**src/rtl/dds_pkg.sv**
```systemverilog
// Shared types and default sizing for the DDS phase generator.
package dds_pkg;

  localparam int unsigned ACC_W_DEF       = 32;
  localparam int unsigned ADDR_W_DEF      = 11;
  localparam int unsigned LUT_LATENCY_DEF = 3;

  typedef enum logic [1:0] {
    IDLE,
    RUN,
    PEND
  } state_t;

  typedef struct packed {
    logic [ACC_W_DEF-1:0]  ftw;
    logic [ADDR_W_DEF-1:0] poff;
    logic                  at_wrap;
    logic                  clr_phase;
  } cfg_t;

endpackage

```
**src/rtl/dds_valid_delay.sv**
```systemverilog
// N-stage shift register (N >= 1) with synchronous reset; lines a valid flag up with a fixed-latency stage.
module dds_valid_delay #(
  parameter int unsigned N = 3
) (
  input  logic clk,
  input  logic rst,
  input  logic din,
  output logic dout
);

  logic [N-1:0] sr;

  always_ff @(posedge clk) begin
    if (rst) begin
      sr <= '0;
    end else begin
      sr[0] <= din;
      for (int unsigned i = 1; i < N; i++) begin
        sr[i] <= sr[i-1];
      end
    end
  end

  assign dout = sr[N-1];

endmodule

```
**src/rtl/dds_phase_gen.sv**
```systemverilog
// Phase-accumulator NCO front end: FTW integration, phase offset, and immediate or
// phase-continuous (at-wrap) reconfiguration over a valid/ready handshake.
module dds_phase_gen
  import dds_pkg::*;
#(
  parameter int unsigned ACC_W       = ACC_W_DEF,
  parameter int unsigned ADDR_W      = ADDR_W_DEF,
  parameter int unsigned LUT_LATENCY = LUT_LATENCY_DEF
) (
  input  logic              clk,
  input  logic              rst,
  input  logic              enable,
  input  logic              cfg_valid,
  output logic              cfg_ready,
  input  logic [ACC_W-1:0]  cfg_ftw,
  input  logic [ADDR_W-1:0] cfg_poff,
  input  logic              cfg_at_wrap,
  input  logic              cfg_clr_phase,
  output logic [ADDR_W-1:0] addr_out,
  output logic              addr_valid,
  output logic              wrap,
  output logic              lut_valid
);

  state_t            state, state_next;
  logic [ACC_W-1:0]  acc, ftw_act, ftw_sh, acc_next, ftw_next;
  logic [ADDR_W-1:0] poff_act, poff_sh, poff_next;
  logic              clr_sh;
  logic [ACC_W:0]    sum;
  logic              carry, xfer, apply_imm, apply_pend, load_sh, wrap_next;

  assign sum       = {1'b0, acc} + {1'b0, ftw_act};
  assign carry     = sum[ACC_W];
  assign cfg_ready = !rst && (state != PEND);
  assign xfer      = cfg_valid && cfg_ready;

  always_ff @(posedge clk) begin
    if (rst) state <= IDLE;
    else     state <= state_next;
  end

  always_comb begin
    state_next = state;
    apply_imm  = 1'b0;
    apply_pend = 1'b0;
    load_sh    = 1'b0;
    case (state)
      IDLE: begin
        if (xfer)   apply_imm  = 1'b1;
        if (enable) state_next = RUN;
      end
      RUN: begin
        if (xfer && cfg_at_wrap) begin
          load_sh    = 1'b1;
          state_next = PEND;
        end else begin
          if (xfer)    apply_imm  = 1'b1;
          if (!enable) state_next = IDLE;
        end
      end
      PEND: begin
        // The wrapping add itself still uses the old FTW; the swap lands on the same edge.
        if (enable && carry) begin
          apply_pend = 1'b1;
          state_next = RUN;
        end
      end
      default: state_next = IDLE;
    endcase
  end

  always_comb begin
    acc_next  = acc;
    ftw_next  = ftw_act;
    poff_next = poff_act;
    wrap_next = 1'b0;
    if (enable) begin
      acc_next  = sum[ACC_W-1:0];
      wrap_next = carry;
    end
    if (apply_imm) begin
      ftw_next  = cfg_ftw;
      poff_next = cfg_poff;
      // An immediate clear replaces the add, so no carry can be reported.
      if (cfg_clr_phase) begin
        acc_next  = '0;
        wrap_next = 1'b0;
      end
    end
    if (apply_pend) begin
      ftw_next  = ftw_sh;
      poff_next = poff_sh;
      if (clr_sh) acc_next = '0;
    end
  end

  always_ff @(posedge clk) begin
    if (rst) begin
      acc        <= '0;
      ftw_act    <= '0;
      poff_act   <= '0;
      ftw_sh     <= '0;
      poff_sh    <= '0;
      clr_sh     <= 1'b0;
      addr_out   <= '0;
      addr_valid <= 1'b0;
      wrap       <= 1'b0;
    end else begin
      acc      <= acc_next;
      ftw_act  <= ftw_next;
      poff_act <= poff_next;
      if (load_sh) begin
        ftw_sh  <= cfg_ftw;
        poff_sh <= cfg_poff;
        clr_sh  <= cfg_clr_phase;
      end
      if (enable) addr_out <= acc_next[ACC_W-1 -: ADDR_W] + poff_act;
      addr_valid <= enable;
      wrap       <= wrap_next;
    end
  end

  dds_valid_delay #(
    .N(LUT_LATENCY)
  ) u_valid_delay (
    .clk (clk),
    .rst (rst),
    .din (addr_valid),
    .dout(lut_valid)
  );

endmodule

```
**config.mk**
```make
export PLATFORM = sky130hd
export DESIGN_NAME = dds_phase_gen
export DESIGN_NICKNAME = d
export VERILOG_FILES = /design/src/rtl/dds_pkg.sv /design/src/rtl/dds_valid_delay.sv /design/src/rtl/dds_phase_gen.sv
export SDC_FILE = /design/constraint.sdc
export NUM_CORES = 1
export LEC_CHECK = 0
export ABC_AREA = 1
export CAP_MARGIN = 20
export CORE_UTILIZATION = 55
export CTS_BUF_LIST = sky130_fd_sc_hd__clkbuf_8
export DETAILED_ROUTE_END_ITERATION = 8
export HOLD_SLACK_MARGIN = 0.12
export PLACE_DENSITY = 0.88
export SETUP_SLACK_MARGIN = 0.2
export SYNTH_ARGS = -nofsm -noshare
export SYNTH_HDL_FRONTEND = slang
export SYNTH_SLANG_ARGS = --single-unit
```
**constraint.sdc**
```tcl
create_clock -name clk -period 3.3 [get_ports clk]
set_input_delay 0.66 -clock clk [delete_from_list [all_inputs] [get_ports clk]]
set_output_delay 0.66 -clock clk [all_outputs]
set_load 0.05 [all_outputs]
```
After elaboration in Yosys (flattened, before gate mapping)
Cells that the tools add are included.
Word-level totals
  flip-flop bits (word level): 137
  input bits: 49
  logic and storage cells: 51
Operators by class
  multiplexer cells: 24
  reduce and logical (&&, ||, !) cells: 8
  eq/ne operators: 6
  $add $sub $neg: 2
Operators with widths (count)
  32-bit 2-to-1 mux: 7
  32-bit by 32-bit adder with 33-bit output: 1
  11-bit 2-to-1 mux: 2
  11-bit adder: 1
  1-bit 2-to-1 mux: 9
  2-bit 2-to-1 mux: 4
  2-bit inequality test (second input constant): 3
  2-bit case mux with 3 select lines: 1
  1-bit logical AND: 4
  3-bit inequality test (second input constant): 1
  3-bit AND reduction: 1
  2-bit by 1-bit == test with 1-bit output (second input constant): 1
  2-bit == test (second input constant): 1
  2-bit logical NOT: 1
  1-bit case mux with 2 select lines: 1
  2-bit nonzero test: 1
  1-bit logical NOT: 1

Longest topological paths before layout
  depth after elaboration: 10
  depth in mapped cells: 29
  gate-level depth less buffers: 28

Modules after synthesis
From an unflattened synthesis, not the netlist that was laid out.
Unflattened totals
  cell total of the unflattened synthesis: 1123
  area, all modules: 7898.8 um^2
By module, submodules not included
  dds_phase_gen: area each 7816.2 um^2, cells each 1114, times used 1
  dds_valid_delay: area each 82.6 um^2, cells each 9, times used 1

Worst setup path before layout
Ideal clock, no wire load.
  path kind: input to register
  from: in rst
  to: reg addr_out[10]
  data arrival time: 3433 ps
  stages on the path: 16
  library setup time: 109 ps
  slack: -242 ps
  cells stage by stage: nor2_1 -> nand2_1 -> nor2_4 -> nand2_2 -> o211ai_1 -> nor2_1 -> ha_1 -> fa_1 -> nand3_1 -> nand4_1 -> xor2_1 -> inv_1 -> nand2_1 -> nand3_1 -> nand2_1 -> inv_1
Between the ends
  longest elaborated chain between the ends: 10
  elaborated cells between the ends (all ways): 11
  those cells by class: 1 x add/sub; 6 x mux; 4 x reduce/logical
Ends and longest elaborated chain
  from (decl): line dds_phase_gen.sv:11  | input logic rst,
  1-bit logical NOT (*): line dds_phase_gen.sv:34  | assign cfg_ready = !rst && (state != PEND);
  1-bit logical AND (*): line dds_phase_gen.sv:34
  1-bit logical AND (*): line dds_phase_gen.sv:35  | assign xfer = cfg_valid && cfg_ready;
  1-bit 2-to-1 mux / 1-bit logical AND (equally long branches): line dds_phase_gen.sv:49, dds_phase_gen.sv:57, dds_phase_gen.sv:53
  1-bit 2-to-1 mux: line dds_phase_gen.sv:53  | if (xfer && cfg_at_wrap) begin
  1-bit case mux with 2 select lines (*): line dds_phase_gen.sv:47  | case (state)
  32-bit 2-to-1 mux (*): line dds_phase_gen.sv:81  | if (apply_imm) begin
  32-bit 2-to-1 mux: line dds_phase_gen.sv:93  | if (clr_sh) acc_next = '0;
  32-bit 2-to-1 mux (*): line dds_phase_gen.sv:90  | if (apply_pend) begin
  named net acc_next[21]: line dds_phase_gen.sv:26  | logic [ACC_W-1:0] acc, ftw_act, ftw_sh, acc_next, ftw_next;
  11-bit adder (*): line dds_phase_gen.sv:117  | if (enable) addr_out <= acc_next[ACC_W-1 -: ADDR_W] + poff_act;
  to (signal assigned): line dds_phase_gen.sv:117
  to (decl): line dds_phase_gen.sv:19  | output logic [ADDR_W-1:0] addr_out,
Mark *: on every way through the listed nets, which the timed path passes. The rest lies on a longest branch.
A chain may end at the register's enable or synchronous reset.

Worst setup path in the final report
  from: reg acc[0]
  to: reg addr_out[9]
Between the ends
  longest elaborated chain between the ends: 7
  elaborated cells between the ends (all ways): 10
  those cells by class: 2 x add/sub; 7 x mux; 1 x reduce/logical
Ends and longest elaborated chain
  from (decl): line dds_phase_gen.sv:26
  from (signal assigned): line dds_phase_gen.sv:109  | acc <= acc_next;
  32-bit by 32-bit adder with 33-bit output (*): line dds_phase_gen.sv:32  | assign sum = {1'b0, acc} + {1'b0, ftw_act};
  32-bit 2-to-1 mux: line dds_phase_gen.sv:77  | if (enable) begin
  32-bit 2-to-1 mux: line dds_phase_gen.sv:85  | if (cfg_clr_phase) begin
  32-bit 2-to-1 mux: line dds_phase_gen.sv:81
  32-bit 2-to-1 mux: line dds_phase_gen.sv:93
  32-bit 2-to-1 mux (*): line dds_phase_gen.sv:90
  named net acc_next[27]: line dds_phase_gen.sv:26
  11-bit adder (*): line dds_phase_gen.sv:117
Marks and branches as above.

==> results_dict.tcl <==
set metrics [dict create \
    clock_latency_ps 470 \
    fill_cells 1043 \
    hold_violations 0 \
    h-tree-depth 4 \
    synth-edff-count 0 \
    clockBufferDepth 2 \
    intPower_mw 2.926 \
    min_path_type "reg -> reg" \
    diodes 0 \
    rows 43 \
    yosys.area.top_type "dfxtp_1" \
    grt_max_degree 87 \
    gr-total-overflow 0 \
    synth_compound_area_share_pct 21.10 \
    dp_hpwl_um 14570 \
    fin_area_mm2 0.01015 \
    synthSimpleGateAreaFrac_pct 27.97 \
    drive_gt1_share_pct 21.48 \
    start_kind "flip-flop" \
    hold-worst-slack_ps 408.6 \
    areaGrowthSynthToFinish_pct 29.35 \
    max_stage_delay_ps 350 \
    power_density_mw_per_mm2 403.3 \
    wirelength_um 22040 \
    io_buffers 63 \
    grt_pass1_wl_um 35020 \
    status "complete, but fails checks" \
    synth_area_per_cell_um2 7.042 \
    vias_per_cell 5.584 \
    setup_violations 9 \
    path_clk_slew_ps 70 \
    postRouteAntennaNets 0 \
    cap_violations 0 \
    gp_congestion 0.9694 \
    fmax_mhz 281.5 \
    maxSlewViolCount 0 \
    synth_top_family_by_area "simple AND/OR/NAND/NOR gates" \
    ios 64 \
    instances_no_fill 1446 \
    dpl_cell_area_mm2 0.009129 \
    die_h_um 121.4 \
    first_pass_iters 7 \
    yosysTopAreaCellShare_pct 34.96 \
    post-route-period-util_pct 107.7 \
    pwr-share-comb_pct 20.2 \
    p_clk_share_pct 35.7 \
    place_inst 1387 \
    yosysSeqAreaShare_pct 34.96 \
    drc 0 \
    required_ps 3660 \
    p_total_mw 4.092 \
    pwr-share-seq_pct 44.1 \
    cts_hold_buf 0 \
    dieWidth_um 121.4 \
    grt_pass1_vias 7551 \
    final_util_pct 73.10 \
    syn-num-nets 1207 \
    postSynthCellCount 1114 \
    ys_seq_elements 137 \
    cts_inserted_buffers 17 \
    worst_pin_slew_ps 663.2 \
    clockRootBuffer "clkbuf_8" \
    crit_path_max_fanout 5 \
    setup_tns_ps -1357 \
    syn_area_mm2 0.007845 \
    netlist_top_cells_area "dfxtp_1, nand2_1, nor2_1" \
    critPathSlowestCell "dfxtp_2" \
    ys_types 47 \
    synth-xor-area-share_pct 1.675 \
    critPathKind "reg -> reg" \
    slew_headroom_pct 55.79 \
    initial_core_util_pct 56.52 \
    switchingPower_mw 1.166 \
    rsz0062_at_grt "true" \
    critPathMostFrequentCell "nand2_2" \
    synth-main-ff-cell "dfxtp_1" \
    yosysWarningCount 0 \
    synthMuxAreaShare_pct 0 \
    swShare_pct 28.50 \
    end_kind "flip-flop" \
    drt-initial-drc-count 473 \
    antenna_found_initial 0 \
    cts_tree "built" \
    violations "negative setup slack" \
    cp.arrival_ps 3910 \
    skew_ps 9.590 \
    grtUsageTotal_pct 30.04 \
    fin_ws_ps -253.0 \
    clock_sinks 137 \
    ir_drop_uv 342.5 \
    synth_adder_area_share_pct 7.209 \
    post_drt_wl_per_cell_um 15.24 \
    async_flop_share_pct 0 \
    vias 8074 \
    min_period_ps 3553 \
    p_leak_nw 4.400 \
    die_area_mm2 0.01475 \
    dp_slack_ps -129.2 \
    nets 1347 \
    core_mm2 0.01388 \
]
critical path, delay by kind of cell (launching register included):
family	cells	cell delay, ps
AND/OR/NAND/NOR	14	1210
AO/OA/AOI/OAI	4	490
flip-flops	1	350
buffers and inverters	6	610
adder cells (fa/ha/maj)	3	780
placed cells by master (no fill, tap or decap), drive strengths merged, types with 16 or more instances in the layout:
cell and count:
nand3 24, nor2 240, o21ai 79, a311oi 39, buf 109, inv 88
dfxtp 137, nand2 255, a21oi 73, clkbuf 21, nor3 16, clkdlybuf4s50 61
ha 42
metal layers:
metal	routed length (um)	global-route usage, %	vias up	part of all wire [%]
li1	-	-	3972	-
met1	9458	35.90	3762	43
met2	10660	51.67	274	48
met3	1268	7.331	66	5.8
met4	647	11.27	0	2.9
met5	0	0	-	0
flip-flops by register name (all words and copies together), names as in the netlist:
name,count
acc,32
addr_out,11
addr_valid,1
clr_sh,1
ftw_act,32
ftw_sh,32
poff_act,11
poff_sh,11
state,2
u_valid_delay.sr,3
wrap,1
power groups by stage:
stage                     Combinational (mW)  Sequential [mW]  Clock [mW]
after detailed placement               0.712             1.83           0
after floorplan                        0.409             1.86           0
after CTS                              0.760             1.79        1.47
after global placement                 0.696             1.83           0
after global routing                   0.898             1.81        1.54
final                                  0.826             1.81        1.46
timing repair:
action	in CTS	in global routing
setup buffers	21	6
setup endpoints to repair	9	22
pin swaps	25	22
resized for setup	27	53
gates cloned	1	0
final timing paths:
| check | slack (ps) | to | startpoint | cells past startpoint |
|---|---|---|---|---|
| max | -250 | addr_out[9]$_SDFFE_PP0P_ | acc[0]$_SDFF_PP0_ | 27 |
| min | 410 | u_valid_delay.sr[2]$_SDFF_PP0_ | u_valid_delay.sr[1]$_SDFF_PP0_ | 2 |
| max reg2reg | -250 | addr_out[9]$_SDFFE_PP0P_ | acc[0]$_SDFF_PP0_ | 27 |
| min reg2reg | 410 | u_valid_delay.sr[2]$_SDFF_PP0_ | u_valid_delay.sr[1]$_SDFF_PP0_ | 2 |
cells in the mapped netlist (2+ instances only):
cell	n
nand2_1	251
nor2_1	237
dfxtp_1	137
inv_1	79
a21oi_1	73
o21ai_0	73
ha_1	42
a311oi_2	36
clkbuf_1	33
nand3_1	23
nor3_1	16
xor2_1	10
o211ai_1	9
o21bai_1	9
buf_2	6
inv_2	6
nand4_1	6
o21ai_1	6
a211oi_1	5
buf_6	5
xnor2_1	5
a211oi_2	4
buf_1	4
nand2_2	4
a311oi_1	3
and2_1	3
a31o_2	2
a31oi_1	2
and3_1	2
fa_1	2
nand3b_1	2
nor2_2	2
o2111ai_1	2
or2_1	2
kinds of logic (layout without fill, tap and decap cells):
group                    count (synthesis)  after routing
AO/OA/AOI/OAI                          231            231
buffers and inverters                  135            287
adder cells (fa/ha/maj)                 44             44
flip-flops                             137            137
XOR/XNOR                                15             15
AND/OR/NAND/NOR                        552            552
final cells by class:
cell class	count	area, um2	share of cell area [%]
Tap cell	180	225.2	2.219
Clock inverter	10	126.4	1.245
Timing Repair Buffer	170	1468	14.46
Clock buffer	21	289.0	2.848
Sequential cell	137	2751	27.11
Multi-Input combinational cell	842	4965	48.93
Inverter	86	322.8	3.181
No activity file was read; power rests on OpenSTA's default activity.
